==> config.mk <==
export PLATFORM = sky130hd
export DESIGN_NAME = gb_apu_frame_sequencer
export DESIGN_NICKNAME = d
export VERILOG_FILES = /design/src/rtl/gb_apu_pkg.sv /design/src/rtl/gb_apu_falling_edge_detect.sv /design/src/rtl/gb_apu_frame_sequencer.sv
export SDC_FILE = /design/constraint.sdc
export NUM_CORES = 1
export LEC_CHECK = 0
export BUFFER_PORTS_ARGS = -buffer_cell sky130_fd_sc_hd__buf_2
export CORE_AREA = 3 3 40 42
export DETAILED_ROUTE_END_ITERATION = 10
export DIE_AREA = 0 0 43 45
export HOLD_SLACK_MARGIN = 0.1
export PLACE_DENSITY = 0.41
export SLEW_MARGIN = 20
export SYNTH_ARGS = -nofsm -noshare
export SYNTH_HDL_FRONTEND = slang
export SYNTH_SLANG_ARGS = --single-unit
==> constraint.sdc <==
create_clock -name clk -period 1.6 [get_ports clk]
set_clock_uncertainty 0.1 [all_clocks]
set_input_delay 0.08 -clock clk [delete_from_list [all_inputs] [get_ports clk]]
set_output_delay 0.08 -clock clk [all_outputs]
set_load 0.1 [all_outputs]
==> src/rtl/gb_apu_pkg.sv <==
// -----------------------------------------------------------------------------
// gb_apu_pkg
//   Shared constants for the Game Boy APU frame sequencer.
//   - FRAME_STEPS  : number of steps in one sequencer frame (8)
//   - *_STEPS      : per-unit step masks, bit n set = unit clocked on step n
//   - strobes_t    : packed bundle of the three unit strobes
//   - decode_step  : looks up which strobes fire on a given step
// -----------------------------------------------------------------------------
package gb_apu_pkg;

   localparam int unsigned FRAME_STEPS = 8;
   localparam int unsigned STEP_W      = $clog2(FRAME_STEPS);

   typedef logic [STEP_W-1:0] step_t;

   // Bit n corresponds to step n.
   localparam logic [FRAME_STEPS-1:0] LENGTH_STEPS = 8'b0101_0101;
   localparam logic [FRAME_STEPS-1:0] SWEEP_STEPS  = 8'b0100_0100;
   localparam logic [FRAME_STEPS-1:0] ENV_STEPS    = 8'b1000_0000;

   typedef struct packed {
      logic length;
      logic sweep;
      logic env;
   } strobes_t;

   // Single table-driven decode; the masks are the only place the step
   // schedule lives.
   function automatic strobes_t decode_step(input step_t step);
      strobes_t s;
      s.length = LENGTH_STEPS[step];
      s.sweep  = SWEEP_STEPS[step];
      s.env    = ENV_STEPS[step];
      return s;
   endfunction

endpackage

==> src/rtl/gb_apu_falling_edge_detect.sv <==
// -----------------------------------------------------------------------------
// gb_apu_falling_edge_detect
//   Registers 'in' every clock and produces a combinational one-cycle pulse
//   when a 1 -> 0 transition is seen and 'enable' is high. The history
//   register keeps tracking 'in' even while disabled, so re-enabling never
//   produces a pulse for an edge that happened while disabled.
//   Ports:
//     clk    : system clock
//     rst_n  : asynchronous active-low reset (history register clears to 0)
//     in     : monitored signal
//     enable : gates the output pulse
//     pulse  : high for the cycle in which a falling edge is sampled
// -----------------------------------------------------------------------------
module gb_apu_falling_edge_detect (
   input  logic clk,
   input  logic rst_n,
   input  logic in,
   input  logic enable,
   output logic pulse
);

   logic in_q;

   always_ff @(posedge clk or negedge rst_n) begin
      if (!rst_n) begin
         in_q <= 1'b0;
      end else begin
         in_q <= in;
      end
   end

   // Resetting the history to 0 means a low input right after reset can
   // never look like a falling edge.
   assign pulse = in_q & ~in & enable;

endmodule

==> src/rtl/gb_apu_frame_sequencer.sv <==
// -----------------------------------------------------------------------------
// gb_apu_frame_sequencer
//   Eight-step APU frame sequencer driven by a 512 Hz tick. Each tick executes
//   step frame_step and advances it modulo 8; the executed step raises the
//   length (256 Hz), sweep (128 Hz) and/or envelope (64 Hz) strobes for
//   exactly one clock, one clock after the tick is sampled.
//
//   Tick source:
//     default                          : falling edge of div_bit
//     GB_APU_FRAME_SEQ_INTERNAL_DIV_EN : internal free-running divider of
//                                        CLK_PER_TICK clocks; div_bit ignored
//
//   Ports:
//     clk            : system clock (4.194304 MHz nominal)
//     rst_n          : asynchronous active-low reset
//     apu_enable     : APU master enable; low holds step 0, strobes low
//     div_bit        : DIV-APU source bit, falling edge = one tick
//     clk_length_ctr : length-counter strobe
//     clk_sweep      : frequency-sweep strobe
//     clk_vol_env    : volume-envelope strobe
//     frame_step     : index of the next step to execute (also the
//                      sequencer's observable state)
// -----------------------------------------------------------------------------
module gb_apu_frame_sequencer
   import gb_apu_pkg::*;
#(
   parameter int unsigned CLK_PER_TICK = 8192
) (
   input  logic        clk,
   input  logic        rst_n,
   input  logic        apu_enable,
   input  logic        div_bit,
   output logic        clk_length_ctr,
   output logic        clk_sweep,
   output logic        clk_vol_env,
   output logic [2:0]  frame_step
);

   logic     tick;
   strobes_t strobes_q;
   step_t    step_q;

   // The divider needs at least two states to produce a wrap.
   if (CLK_PER_TICK < 2) begin : g_bad_cfg
      $error("gb_apu_frame_sequencer: CLK_PER_TICK must be >= 2");
   end

`ifdef GB_APU_FRAME_SEQ_INTERNAL_DIV_EN
   localparam int unsigned CNT_W = $clog2(CLK_PER_TICK);
   localparam logic [CNT_W-1:0] CNT_LAST = CNT_W'(CLK_PER_TICK - 1);

   logic [CNT_W-1:0] div_cnt_q;

   always_ff @(posedge clk or negedge rst_n) begin
      if (!rst_n) begin
         div_cnt_q <= '0;
      end else if (!apu_enable) begin
         div_cnt_q <= '0;
      end else if (div_cnt_q == CNT_LAST) begin
         div_cnt_q <= '0;
      end else begin
         div_cnt_q <= div_cnt_q + 1'b1;
      end
   end

   // The tick is taken on the edge where the counter wraps back to 0.
   assign tick = apu_enable && (div_cnt_q == CNT_LAST);
`else
   gb_apu_falling_edge_detect u_div_edge (
      .clk    (clk),
      .rst_n  (rst_n),
      .in     (div_bit),
      .enable (apu_enable),
      .pulse  (tick)
   );
`endif

   // Strobes are registered from the step being executed, so they rise on the
   // same edge that advances frame_step and drop on the following edge.
   always_ff @(posedge clk or negedge rst_n) begin
      if (!rst_n) begin
         step_q    <= '0;
         strobes_q <= '0;
      end else if (!apu_enable) begin
         step_q    <= '0;
         strobes_q <= '0;
      end else if (tick) begin
         strobes_q <= decode_step(step_q);
         step_q    <= step_q + 1'b1;  // 3-bit wrap gives 7 -> 0
      end else begin
         strobes_q <= '0;
      end
   end

   assign clk_length_ctr = strobes_q.length;
   assign clk_sweep      = strobes_q.sweep;
   assign clk_vol_env    = strobes_q.env;
   assign frame_step     = step_q;

endmodule

==> results_dict.tcl, run 1 <==
set metrics [dict create \
    drc 0 \
    nNetsFinal 48 \
    die_area_sq_mm 0.001935 \
    pwr-share-clk 0.376 \
    synth-warning-count 0 \
    diodes 0 \
    timing.fmax_mhz 782.7 \
    critPathSlowestCell "dfrtp_2" \
    tns_ns 0 \
    port_buffers 9 \
    drt_iter0_markers 0 \
    power_switching_share 0.2645 \
    crit_required_ns 1.66 \
    start_kind "register" \
    place_congestion 0.6967 \
    seq_area_frac_synth 0.5691 \
    dp.cells 48 \
    postRouteAntennaNets 0 \
    ys_top_cells_by_count "dfrtp_1 (7), nand2_1 (4), ha_1 (3)" \
    grt_setup_unrepaired "false" \
    arrival_ns 1.34 \
    hold_viol_final 0 \
    antenna_found_initial 0 \
    status "completed" \
    comb_power_share 0.156 \
    post-route-min-period_ns 1.278 \
    die_h_microns 45 \
    place_area_sq_um 375.4 \
    chipWidth_microns 43 \
    coreArea_sq_mm 0.001285 \
    crit_path_max_fanout 6 \
    drtPass1Iterations 1 \
    critical_path_class "reg2reg" \
    avgSynthCellArea_sq_um 12.82 \
    p_int_mw 0.2960 \
    num_rows 13 \
    area_growth_pct 40.24 \
    async_reset_ff_frac 1.000 \
    yosys_register_bits 7 \
    drive_gt1_frac 0.4250 \
    cts.sinks 7 \
    wl_microns 534 \
    cp-end-kind "register" \
    root_buffer "clkbuf_4" \
    cts_buffers 3 \
    final_cells 55 \
    final_area_sq_um 431.7 \
    cts.clk_slew.worst_paths_ns 0.05 \
    htreeDepth 1 \
    utilization 0.3359 \
    start_util 0.2395 \
    synth_nets 31 \
    clockBufferDepth 2 \
    routedWlPerCell_microns 9.709 \
    routed-via-count 236 \
    grt_util_all_layers 0.07893 \
    post_synth_num_cell_types 12 \
    peakVddDrop_mv 0.6050 \
    synth.most_common_cell "dfrtp_1" \
    routed_via_density 4.291 \
    relSlewSlack 0.6786 \
    grt_max_degree 9 \
    p_sw_mw 0.1065 \
    worst_slew_pin_slew_ns 0.4854 \
    synthFlopType "dfrtp_1" \
    fin_crit_sh 0.7985 \
    io_pins 10 \
    cts_setup_buffers 0 \
    crit_chain "ha_1 -> ha_1 -> nand2_1 -> mux2i_1" \
    yosysTopAreaCellShare 0.5691 \
    grt_pass1_wl_mm 1.028 \
    cellLeakagePower_nw 0.2307 \
    report.final.slew_viol_count 0 \
    yosys.area.top_type "dfrtp_1" \
    synth_edf_count 0 \
    netlist_top_cells_area "dfrtp_1 (57%), ha_1 (12%), nand2_1 (4.9%)" \
    p_seq_frac 0.468 \
    setup_viol 0 \
    syn_area_sq_um 307.8 \
    setup_ws_ns 0.3224 \
    cp_common_cell "ha_1" \
    postSynthCellCount 24 \
    cts_tree "done" \
    grt.overflow.total 0 \
    p_per_area_mw_per_mm2 932.3 \
    maxCapViolCount 0 \
    hp-class "in2async" \
    preCtsSetupSlack_ns 0.3183 \
    insertion_delay_ns 0.24 \
    grt_pass1_vias 237 \
    critical-path-max-stage-delay_ns 0.44 \
]
==> cells in the final DEF, fill, tap and decap left out <==
master,netlist,layout
clkbuf_1,0,1
and3_1,2,2
o21ai_0,1,1
dfrtp_1,7,4
buf_2,0,9
nor2b_4,1,1
nand2_1,4,4
nand4bb_1,1,1
mux2i_1,1,1
inv_1,1,1
o22ai_2,1,1
dfrtp_2,0,3
nor2_1,1,1
ha_1,3,3
dlygate4sd3_1,0,3
clkbuf_4,0,3
nand3b_1,1,1
==> through the flow <==
stage	hold WS (ns)	power, mW
floorplan	-0.3156	0.2317
global placement	-0.1759	0.2494
detailed placement	-0.1782	0.2495
CTS	0.1076	0.4103
global route	0.1109	0.4353
finish	0.09702	0.4025
==> state kept, by name, summed over array words and instances (netlist names) <==
register         flops
frame_step           3
u_div_edge.in_q      1
clk_sweep            1
clk_length_ctr       1
clk_vol_env          1
==> what timing repair did <==
item / in CTS / in global routing
hold endpoints to repair: 13 / 0
resized for setup: 0 / 0
hold buffers: 3 / 0
==> logic make-up after synthesis <==
family,synth area share
fa+ha+maj,0.1220
compound gates,0.05689
flops,0.5691
mux,0.03252
buf+inv,0.01218
simple gates,0.2073
==> path summary, 6_finish.rpt <==
path                          startpoint        endpoint  slack [ns]  cells past startpoint
setup / recovery           frame_step[0]   frame_step[2]        0.32                      4
hold / removal                     rst_n       clk_sweep         0.1                      2
setup reg to reg           frame_step[0]   frame_step[2]        0.32                      4
hold reg to reg            frame_step[0]  clk_length_ctr        0.41                      1
max in group asynchronous          rst_n   frame_step[1]        1.14                      2
min in group clk           frame_step[0]  clk_length_ctr        0.41                      1
==> critical path: cells and delay by family, from the launching register on <==
family	cells	cell delay, ns
multiplexers	1	0.13
AND/OR/NAND/NOR	1	0.05
adder cells (fa/ha/maj)	2	0.48
flip-flops	1	0.44
==> metal layers <==
metal | routed length, microns | vias to the layer above | track usage
met5 | 0 | - | 0
met4 | 10 | 0 | 0.03614
met3 | 52 | 2 | 0.05976
met2 | 249 | 9 | 0.1048
met1 | 222 | 108 | 0.09383
li1 | - | 117 | -
==> cell type report <==
| class | count | area (sq um) |
|---|---|---|
| clock buffer | 4 | 26.28 |
| sequential | 7 | 178.9 |
| multi-input combinational | 16 | 128.9 |
| tap | 15 | 18.77 |
| timing repair buffer | 12 | 75.07 |
| fill | 138 | 853.3 |
| inverter | 1 | 3.754 |
==> power groups by stage <==
stage | logic (mW) | registers, mW | clock network [mW]
finish | 0.0627 | 0.188 | 0.151
global route | 0.0668 | 0.189 | 0.179
CTS | 0.0638 | 0.189 | 0.158
detailed placement | 0.0580 | 0.191 | 0
global placement | 0.0586 | 0.191 | 0
floorplan | 0.0122 | 0.219 | 0
Note: power is estimated with default switching activity, not from simulation.
==> inputs of run 2 (changes only) <==
- PLACE_DENSITY: 0.41 -> 0.42
- clock period: 1.6 -> 1.1 ns (I/O delays scaled with it)
==> run 2 against run 1 <==
Effect of this change: the run now ends with setup timing left; wire length grew 15%; sequential cell count stayed put; final area up 32%; combinational power up 95%; critical path depth is the same; worst setup slack got worse by 0.48 ns; count of clock-buffer cells in the layout unchanged; largest power group unchanged.
==> results_dict.tcl, run 2 (synthesis results as in run 1) <==
set metrics [dict create \
    status "complete, but fails checks" \
    violations "setup timing" \
    htreeDepth 1 \
    nNetsFinal 50 \
    grt_pass1_vias 246 \
    clockBufferDepth 2 \
    grt_max_degree 9 \
    cts.clk_slew.worst_paths_ns 0.05 \
    start_util 0.2395 \
    routedWlPerCell_microns 10.75 \
    timing.fmax_mhz 797.3 \
    arrival_ns 1.32 \
    grt_setup_unrepaired "true" \
    critical_path_class "reg2reg" \
    multi_input_area_sq_um 156.4 \
    cts.sinks 7 \
    die_area_sq_mm 0.001935 \
    final_cell_mix "buf_12 (6), dfrtp_1 (4)" \
    grt.overflow.total 0 \
    worst_slew_pin_slew_ns 0.1710 \
    peakVddDrop_mv 0.4069 \
    p_per_area_mw_per_mm2 1099 \
    crit_chain "ha_4 -> ha_4 -> nand2_2 -> mux2i_1" \
    post-route-min-period_ns 1.254 \
    num_rows 13 \
    crit_path_max_fanout 3 \
    cellLeakagePower_nw 0.2533 \
    largest_reg_flops 3 \
    holdWs_ns 0.02043 \
    drive_gt1_frac 0.5238 \
    ctsHoldBuffers 3 \
    area_growth_pct 84.96 \
    critical-path-max-stage-delay_ns 0.49 \
    cts_setup_buffers 0 \
    routed-via-count 252 \
    cp-end-kind "register" \
    cts_tree "done" \
    coreArea_sq_mm 0.001285 \
    die_h_microns 45 \
    gr-usage-met3 0.02390 \
    final_common_cell "buf_12" \
    use_met1 0.07160 \
    postRouteAntennaNets 0 \
    nFillCells 124 \
    setup_ws_ns -0.1543 \
    maxCapViolCount 0 \
    start_kind "register" \
    cts_buffers 3 \
    insertion_delay_ns 0.25 \
    cp_common_cell "ha_4" \
    fin_crit_sh 1.140 \
    crit_required_ns 1.17 \
    report.final.slew_viol_count 0 \
    setup_viol 5 \
    relSlewSlack 0.8860 \
    root_buffer "clkbuf_4" \
    chipWidth_microns 43 \
    grt_pass1_wl_mm 1.028 \
    diodes 0 \
    critPathSlowestCell "dfrtp_4" \
    use_met2 0.1407 \
    gr-max-usage-layer "met2" \
    drtPass1Iterations 1 \
    hold_viol_final 0 \
    antenna_found_initial 0 \
    seqCellArea_sq_um 183.9 \
    preCtsSetupSlack_ns -0.1503 \
    port_buffers 9 \
    place_congestion 0.7141 \
    routed_via_density 4.421 \
    drt_iter0_markers 0 \
    wl_microns 613 \
    io_pins 10 \
    hp-class "in2reg" \
    drc 0 \
    grt_util_all_layers 0.07389 \
]
## run 2: report_power, final
group	switching [mW]	total, mW	internal [mW]
registers	0.00816	0.276	0.268
clock network	0.0895	0.228	0.138
logic	0.0720	0.122	0.0499
## run 2: area by class of cell
type,count,share of cell area
clock buffer,4,0.04615
inverter,1,0.006593
multi-input combinational,16,0.2747
sequential,7,0.3231
tap,15,0.03297
timing repair buffer,14,0.3165
## run 2: repair_timing
item / 4_1_cts / 5_1_grt
gates resized for setup: 0 / 1
endpoints found under the hold margin: 14 / 5
endpoints found under the setup margin: 5 / 5
pin swaps: 1 / 0
## run 2: path summary, 6_finish.rpt
| kind | start | end | slack (ns) | cells past startpoint |
|---|---|---|---|---|
| worst max-delay path | frame_step[1] | frame_step[2] | -0.15 | 4 |
| worst min-delay path | apu_enable | frame_step[2] | 0.02 | 3 |
| worst max register to register | frame_step[1] | frame_step[2] | -0.15 | 4 |
| worst min register to register | u_div_edge.in_q | frame_step[1] | 0.48 | 2 |
| max in group asynchronous | rst_n | frame_step[0] | 0.11 | 3 |
| min in group asynchronous | rst_n | clk_vol_env | 0.61 | 3 |
## run 2: worst max-delay path, delay by kind of cell (launching register included)
kind,cells,cell delay (ns)
adder cells (fa/ha/maj),2,0.42
flip-flops,1,0.49
multiplexers,1,0.12
AND/OR/NAND/NOR,1,0.03
## run 2: stage by stage
step | setup TNS [ns] | power (mW) | utilization | instance area (sq um) | instances
6_report | -0.5225 | 0.6257 | 0.4430 | 569.3 | 57
5_1_grt | -0.7491 | 0.6554 | 0.4430 | 569.3 | 57
4_1_cts | -0.5839 | 0.6387 | 0.4411 | 566.8 | 57
3_5_place_dp | -0.2958 | 0.3957 | 0.3973 | 510.5 | 50
3_3_place_gp | -0.2574 | 0.3945 | 0.3973 | 510.5 | 50
2_1_floorplan | -0.9714 | 0.3415 | - | 341.6 | 24
## run 2: layer usage
| layer | up-vias | part of all wire |
|---|---|---|
| li1 | 120 | - |
| met1 | 121 | 0.41 |
| met2 | 9 | 0.51 |
| met3 | 2 | 0.062 |
| met4 | 0 | 0.016 |
| met5 | - | 0 |
==> inputs of run 3 (changes only) <==
--- a/config.mk
+++ b/config.mk
@@ -9,2 +9,3 @@
 export CORE_AREA = 3 3 40 42
+export CTS_BUF_LIST = sky130_fd_sc_hd__clkbuf_2 sky130_fd_sc_hd__clkbuf_4 sky130_fd_sc_hd__clkbuf_8
 export DETAILED_ROUTE_END_ITERATION = 10
--- a/constraint.sdc
+++ b/constraint.sdc
@@ -4,2 +4,2 @@
 set_output_delay 0.055 -clock clk [all_outputs]
-set_load 0.1 [all_outputs]
+set_load 0.05 [all_outputs]
==> run 3 against run 2 <==
Effect of this change: largest cell class unchanged; combinational power shrank 30%; via count shrank 2.0%; fmax grew 4.0%; power shrank 1.1%; core utilization shrank 5.8 points; highest routed layer is now met3; clock power grew 14%; non-clock buffer count is the same; worst setup slack gained 0.049 ns; the run still ends with setup timing left; critical path depth is the same; register-to-register slack gained 0.05 ns; sequential cell count is the same.
==> results_dict.tcl, run 3 (synthesis results as in run 1) <==
set metrics [dict create \
    status "complete, but fails checks" \
    violations "setup timing" \
    p_sw_mw 0.1524 \
    cts_buffers 3 \
    wl_microns 616 \
    ctsHoldBuffers 3 \
    arrival_ns 1.27 \
    io_pins 10 \
    area_growth_pct 60.57 \
    nNetsFinal 50 \
    setup_viol 4 \
    postRouteAntennaNets 0 \
    die_h_microns 45 \
    critical-path-max-stage-delay_ns 0.43 \
    hold_viol_final 0 \
    drtPass1Iterations 2 \
    r2r_setup_slack_ns -0.11 \
    pwr-share-clk 0.421 \
    grt_util_all_layers 0.08047 \
    nFillCells 131 \
    relSlewSlack 0.8353 \
    cp_common_cell "ha_4" \
    crit_path_max_fanout 3 \
    utilization 0.3846 \
    total_power_mw 0.6185 \
    comb_power_share 0.137 \
    maxCapViolCount 0 \
    die_area_sq_mm 0.001935 \
    final_common_cell "buf_2" \
    drt_iter0_markers 3 \
    routed_via_density 4.333 \
    final_cell_mix "buf_2 (6), dfrtp_1 (5), clkbuf_4 (4)" \
    p_seq_frac 0.442 \
    dp_hpwl_microns 472.7 \
    multi_input_area_sq_um 158.9 \
    cp.depth 4 \
    start_util 0.2395 \
    port_buffers 9 \
    drive_gt1_frac 0.5714 \
    reg2reg_depth 4 \
    largest_reg_flops 3 \
    worst_slew_pin_slew_ns 0.2487 \
    cts.clk_slew.worst_paths_ns 0.06 \
    r2r_end "frame_step[2]" \
    place_congestion 0.7246 \
    grt.overflow.total 0 \
    routed-via-count 247 \
    cp-end-kind "register" \
    post-route-min-period_ns 1.206 \
    tns_ns -0.2502 \
    cts_setup_buffers 0 \
    clockBufferDepth 2 \
    setup_ws_ns -0.1055 \
    worst-path-buf-inv 0 \
    start_kind "register" \
    p_int_mw 0.4662 \
    routedWlPerCell_microns 10.81 \
    drc 0 \
    p_per_area_mw_per_mm2 1251 \
    cp-endpoint "frame_step[2]" \
    crit_required_ns 1.17 \
    root_buffer "clkbuf_4" \
    grt_setup_unrepaired "true" \
    critical_path_class "reg2reg" \
    dp.cells 50 \
    grt_pass1_wl_mm 1.048 \
    cp-startpoint "frame_step[0]" \
    hp-class "in2reg" \
    coreArea_sq_mm 0.001285 \
    antenna_found_initial 0 \
    timing.fmax_mhz 829.5 \
    num_rows 13 \
    diodes 0 \
    chipWidth_microns 43 \
    cts_tree "done" \
    grt_max_degree 9 \
    final_cells 57 \
    power_switching_share 0.2463 \
    holdWs_ns 0.03077 \
    crit_chain "ha_4 -> ha_4 -> nand2_2 -> mux2i_1" \
    peakVddDrop_mv 0.8287 \
    cts.sinks 7 \
    reg2reg_from "frame_step[0]" \
    htreeDepth 1 \
    report.final.slew_viol_count 0 \
    fin_crit_sh 1.096 \
    grt_pass1_vias 244 \
    seqCellArea_sq_um 177.7 \
    cellLeakagePower_nw 0.2420 \
    critPathSlowestCell "dfrtp_2" \
    insertion_delay_ns 0.25 \
    critPathTopFamily "flip-flops" \
]
==> run 3: metrics by stage <==
stage	area, sq um	setup WS, ns
after floorplan	337.8	-0.2074
after global placement	416.7	-0.09520
after detailed placement	416.7	-0.09672
after CTS	489.2	-0.1114
after global routing	494.2	-0.1370
final	494.2	-0.1055
==> run 3: timing repair <==
action,CTS,global route
endpoints found under the setup margin,4,6
gates resized for setup,4,3
pin swaps,0,1
hold endpoints to repair,14,6
==> run 3: final cells by class <==
type / count / area share
well taps: 15 / 0.03797
repair buffers: 14 / 0.2127
multi-input cells: 16 / 0.3215
inverters: 1 / 0.007595
clock buffers: 4 / 0.06076
flip-flops and latches: 7 / 0.3595
==> run 3: how the worst min path moves through the flow <==
| stage | start | to | slack (ns) | depth (start not counted) |
|---|---|---|---|---|
| after global placement | rst_n | clk_vol_env | -0.20 | 1 |
| after detailed placement | rst_n | clk_vol_env | -0.20 | 1 |
| after CTS | apu_enable | frame_step[2] | 0.02 | 3 |
| after floorplan | rst_n | clk_length_ctr | -0.34 | 0 |
| final | apu_enable | frame_step[2] | 0.03 | 3 |
| after global routing | apu_enable | frame_step[2] | 0.03 | 3 |
==> run 3: tightest hold or removal path, delay by kind of cell <==
family / cells / cell delay (ns)
buf+inv: 1 / 0.15
simple gates: 1 / 0.07
mux: 1 / 0.06
==> run 3: layer usage <==
metal	vias to the layer above	global-route usage	routed length, microns	part of all wire
met5	-	0	0	0
met4	0	0.01807	0	0
met3	0	0.07968	75	0.12
met2	10	0.1257	283	0.46
met1	119	0.07617	257	0.42
li1	118	-	-	-
==> run 3: power by group through the flow <==
stage	Combinational [mW]	Sequential (mW)	Clock (mW)
2_1_floorplan	0.0186	0.300	0
3_3_place_gp	0.0728	0.277	0
3_5_place_dp	0.0724	0.278	0
4_1_cts	0.0863	0.273	0.271
5_1_grt	0.0935	0.274	0.296
6_report	0.0850	0.273	0.260
